**src/rtl/instr_fetch.sv**
```systemverilog
// Fetch stage: owns the PC, fetches over a req/ack handshake and holds the instruction register.
// Optional macro FETCH_MISALIGN_CHECK_EN traps misaligned redirects instead of truncating them.
module instr_fetch #(
  parameter logic [31:0] RESET_PC = 32'h0000_0000,
  parameter int unsigned MAX_WAIT = 15
) (
  input  logic        i_clk,
  input  logic        i_rst,
  output logic        o_imemReq,
  output logic [31:0] o_imemAddr,
  input  logic        i_imemAck,
  input  logic [31:0] i_imemRdata,
  output logic        o_instrValid,
  input  logic        i_instrReady,
  input  logic        i_pcSrc,
  input  logic [31:0] i_pcTarget,
  output logic [31:0] o_pc,
  output logic [31:0] o_instr,
  output logic [6:0]  o_operand,
  output logic [2:0]  o_funct3,
  output logic        o_funct7bit5,
  output logic [4:0]  o_rs1,
  output logic [4:0]  o_rs2,
  output logic [4:0]  o_rd,
  output logic        o_fetchError,
  output logic        o_misaligned
);

  localparam int unsigned WAIT_W   = 8;
  localparam logic [WAIT_W-1:0] WAIT_LAST = WAIT_W'(MAX_WAIT - 1);
  localparam logic [31:0] NOP_INSTR = 32'h0000_0013;

  typedef enum logic [1:0] {
    S_IDLE,
    S_REQ,
    S_ISSUE,
    S_ERROR
  } state_e;

  state_e              state_q;
  logic [31:0]         pc_q;
  logic [31:0]         instr_q;
  logic [WAIT_W-1:0]   wait_q;
  logic                req_q;
  logic                valid_q;
  logic                err_q;
  logic [31:0]         pc_d;

  // Redirect target is word-aligned by masking; sequential path wraps naturally.
  always_comb begin
    pc_d = pc_q + 32'd4;
    if (i_pcSrc) begin
      pc_d = i_pcTarget & 32'hFFFF_FFFC;
    end
  end

`ifdef FETCH_MISALIGN_CHECK_EN
  logic mis_q;
  logic redirect_bad;
  assign redirect_bad = i_pcSrc && (i_pcTarget[1:0] != 2'b00);
`endif

  always_ff @(posedge i_clk) begin
    if (i_rst) begin
      state_q <= S_IDLE;
      pc_q    <= RESET_PC;
      instr_q <= NOP_INSTR;
      wait_q  <= '0;
      req_q   <= 1'b0;
      valid_q <= 1'b0;
      err_q   <= 1'b0;
`ifdef FETCH_MISALIGN_CHECK_EN
      mis_q   <= 1'b0;
`endif
    end else begin
      case (state_q)
        S_IDLE: begin
          state_q <= S_REQ;
          req_q   <= 1'b1;
        end
        S_REQ: begin
          if (i_imemAck) begin
            instr_q <= i_imemRdata;
            wait_q  <= '0;
            req_q   <= 1'b0;
            valid_q <= 1'b1;
            state_q <= S_ISSUE;
          end else begin
            wait_q <= wait_q + WAIT_W'(1);
            if (wait_q == WAIT_LAST) begin
              req_q   <= 1'b0;
              err_q   <= 1'b1;
              state_q <= S_ERROR;
            end
          end
        end
        S_ISSUE: begin
          if (i_instrReady) begin
            valid_q <= 1'b0;
`ifdef FETCH_MISALIGN_CHECK_EN
            if (redirect_bad) begin
              err_q   <= 1'b1;
              mis_q   <= 1'b1;
              state_q <= S_ERROR;
            end else begin
              pc_q    <= pc_d;
              req_q   <= 1'b1;
              state_q <= S_REQ;
            end
`else
            pc_q    <= pc_d;
            req_q   <= 1'b1;
            state_q <= S_REQ;
`endif
          end
        end
        S_ERROR: begin
          // Sticky until reset.
          req_q   <= 1'b0;
          valid_q <= 1'b0;
        end
        default: state_q <= S_IDLE;
      endcase
    end
  end

  assign o_imemReq    = req_q;
  assign o_imemAddr   = pc_q;
  assign o_pc         = pc_q;
  assign o_instrValid = valid_q;
  assign o_fetchError = err_q;
  assign o_instr      = instr_q;
  assign o_operand    = instr_q[6:0];
  assign o_funct3     = instr_q[14:12];
  assign o_funct7bit5 = instr_q[30];
  assign o_rs1        = instr_q[19:15];
  assign o_rs2        = instr_q[24:20];
  assign o_rd         = instr_q[11:7];

`ifdef FETCH_MISALIGN_CHECK_EN
  assign o_misaligned = mis_q;
`else
  assign o_misaligned = 1'b0;
`endif

endmodule

```
**config.mk**
```make
export PLATFORM = sky130hd
export DESIGN_NAME = instr_fetch
export DESIGN_NICKNAME = d
export VERILOG_FILES = /design/src/rtl/instr_fetch.sv
export SDC_FILE = /design/constraint.sdc
export NUM_CORES = 1
export LEC_CHECK = 0
export CORE_MARGIN = 3
export CORE_UTILIZATION = 30
export CTS_BUF_LIST = sky130_fd_sc_hd__clkbuf_2
export CTS_CLUSTER_SIZE = 14
export DETAILED_ROUTE_END_ITERATION = 7
export PLACE_DENSITY = 0.66
export SYNTH_ARGS = -nofsm -noshare
export SYNTH_HDL_FRONTEND = slang
export SYNTH_SLANG_ARGS = --single-unit
```
**constraint.sdc**
```tcl
create_clock -name i_clk -period 2.2 [get_ports i_clk]
set_input_delay 0.44 -clock i_clk [delete_from_list [all_inputs] [get_ports i_clk]]
set_output_delay 0.44 -clock i_clk [all_outputs]
set_load 0.005 [all_outputs]
```
==> flow_summary.toml <==
[synth]
ys_seq_area_share_pct = 36.8
synth-compound-area-share_pct = 19.6
synthArstFlopShare_pct = 0
synth.area.mux_share_pct = 1.23
synth_top_family_by_area = "simple AND/OR/NAND/NOR gates"
postSynthCellCount = 529
yosysWarningCount = 0
ys_ff_latch = 75
synth_area_leaders = "dfxtp_1 (37%), buf_4 (11%), nand2_1 (8.3%)"
synthFlopType = "dfxtp_1"
ys_top_cells_by_count = "nand2_1 (90), dfxtp_1 (75), a21oi_1 (66)"
synth_xor_xnor_area_share_pct = 1.29
syn-mean-instance-area_um2 = 7.71
yosys.area_share.adder_pct = 0.920
netlist_area_um2 = 4080
synth_top_cell_area_share_pct = 36.8
ys_types = 51
synth_area_leader_cell = "dfxtp_1"
synth_most_common_cell = "nand2_1"
synth_edf_count = 0
synth-simple-area-share_pct = 24.9

[power_and_ir_drop]
p_leak_nw = 2.04
fin_total_pwr_mw = 2.72
power.density_nw_per_um2 = 466
vdd_ir_drop_max_mv = 0.177

[clock_tree]
cts_setup_buffers = 0
clock-root-buffer = "clkbuf_2"
cts_hold_buf = 0
htree_levels = 3
cts_tree = "built"
clkTransAtPathRegs_ns = 0.22
clock_path_buffers = 2
cts_buffers = 9
numClockSinks = 75
worstSkewPairLatency_ns = 0.49

[critical_path]
cp_top_family = "buffers and inverters"
critPathMaxStageDelay_ns = 0.57
path_buf_inv = 1
crit_slowest_cell = "clkdlybuf4s50_1"
rr_startpoint = "o_imemAddr[9]"
crit_fanout = 9
start_kind = "register"
crit_arrival_ns = 1.61
crit_required_ns = 1.76
critPathKind = "register to output port"
r2r_end = "o_imemAddr[25]"
reg2reg_slack_ns = 0.25
r2r_cells = 5
worstPathCellList = "clkdlybuf4s50_1"
cp-end-kind = "output port"
crit_start = "o_imemAddr[12]"

[global_route]
grt_use_total_pct = 15.7
grt_pass1_vias = 3961
antenna_found_initial = 0
grt_pass1_wl_um = 19200
overflow = 0
grt_max_degree = 43

[run]
maxCapViolCount = 0

[timing]
worst_pin_slew_ns = 0.509
fin_crit_sh_pct = 93.1
tns_ns = 0
rsz0062_at_grt = "false"
fin_skew_ns = 0.0257
drv_slew = 0
max_freq_mhz = 488
finalWorstPathRequiredPeriod_ns = 2.05
hold_violations = 0
setup_viol = 0
relSlewSlack_pct = 65.8

[detailed_routing]
drc_errors = 0
vias_per_cell = 4.99
drt_iter0_markers = 262
wire_per_inst_um = 14.7
routed_wl_um = 12200
num_vias = 4150
first_pass_iters = 5
postRouteAntennaNets = 0

[placed_design]
dpl.hpwl_um = 8890
place_inst = 815
port_buffers = 187
gp_congestion = 0.853
placed_area_um2 = 5720

[final_layout]
multi_input_area_um2 = 1970
antenna-diode-count = 0
seqCellArea_um2 = 1500
fin_util_pct = 44.9
final_area_um2 = 5830
n_fill_cell = 1270
fin_cells = 831
final_nets = 726
syn_to_final_growth_pct = 42.9
drive_above_1_share_pct = 7.59

[die]
dieHeight_um = 123
initial_utilization_pct = 31.4
core_area_um2 = 13000
die_width_um = 123
dieArea_um2 = 15000
std_cell_rows = 41
top_level_ports = 195

[outcome]
status = "complete, no violations"

[worst_hold_path]
worst_hold_path.endpoint = "o_imemAddr[25]"
whs_path_depth = 4
min_from = "i_pcSrc"
hp-class = "input port to register"
## area by class of cell
cell class	instances	area share, %
multi-input combinational	357	33.8
sequential	75	25.8
tap	172	3.69
clock inverter	6	0.966
inverter	6	0.386
clock buffer	10	0.859
timing repair buffer	205	34.5
## cells in the final DEF (no fill, tap or decap), types with 4 or more instances in the layout
cell,instances
clkdlybuf4s50_1,185
nand2_1,90
dfxtp_1,74
a21oi_1,66
nor2_1,33
o21ai_0,23
nand3_1,18
buf_4,17
nor3_1,12
clkbuf_2,10
and3_1,9
a211oi_1,8
a31oi_1,7
inv_1,6
nand4_1,5
mux2i_1,5
a22oi_1,5
xor2_1,5
conb_1,5
and2_1,4
and4_1,4
o31ai_1,4
nor4_1,4
nand3b_1,4
nand2b_1,4
## what timing repair did
item / in CTS / in global routing
gates resized for setup: 0 / 1
endpoints found under the setup margin: 0 / 1
endpoints found under the hold margin: 0 / 0
## worst max-delay path by stage
stage	to	slack (ns)	depth (start not counted)
6_report	o_pc[12]	0.15	1
3_5_place_dp	o_imemAddr[22]	0.25	5
2_1_floorplan	o_imemAddr[30]	0.34	6
3_3_place_gp	o_imemAddr[22]	0.28	5
4_1_cts	o_imemAddr[26]	0.08	1
5_1_grt	o_imemAddr[10]	0.02	1
## power breakdown
part	total, mW	switching [mW]	internal (mW)
logic	0.522	0.212	0.310
clock network	0.736	0.478	0.258
registers	1.46	0.0483	1.41
## tightest hold or removal path: cells and delay by family
kind,cells,cell delay [ns]
compound gates,2,0.25
buf+inv,1,0.13
simple gates,1,0.07
## cells by family (layout without fill, tap and decap cells)
group | after synthesis | count (layout)
other cells | 1 | 5
simple gates | 204 | 204
buf+inv | 101 | 227
xor+xnor | 6 | 6
compound gates | 134 | 134
mux | 5 | 5
fa+ha+maj | 3 | 3
flops | 75 | 75
## layer usage
metal | track usage [%] | up-vias | wire length [um]
li1 | - | 2027 | -
met1 | 19.9 | 1922 | 5370
met2 | 25.7 | 191 | 5630
met3 | 4.88 | 10 | 1090
met4 | 4.48 | 0 | 102
met5 | 0 | - | 0
## registers in the layout, summed over array words and instances, names as in the netlist
signal / count
o_instr: 32
o_instrValid: 1
o_imemReq: 1
o_imemAddr: 30
o_fetchError: 1
wait_q: 8
state_q: 2
## through the flow
step	worst slack (ns)	hold slack (ns)
6_report	0.152	0.412
3_5_place_dp	0.253	0.453
5_1_grt	0.0154	0.354
2_1_floorplan	0.340	0.453
4_1_cts	0.0802	0.344
3_3_place_gp	0.278	0.444
Power figures use the tool's default switching activity.
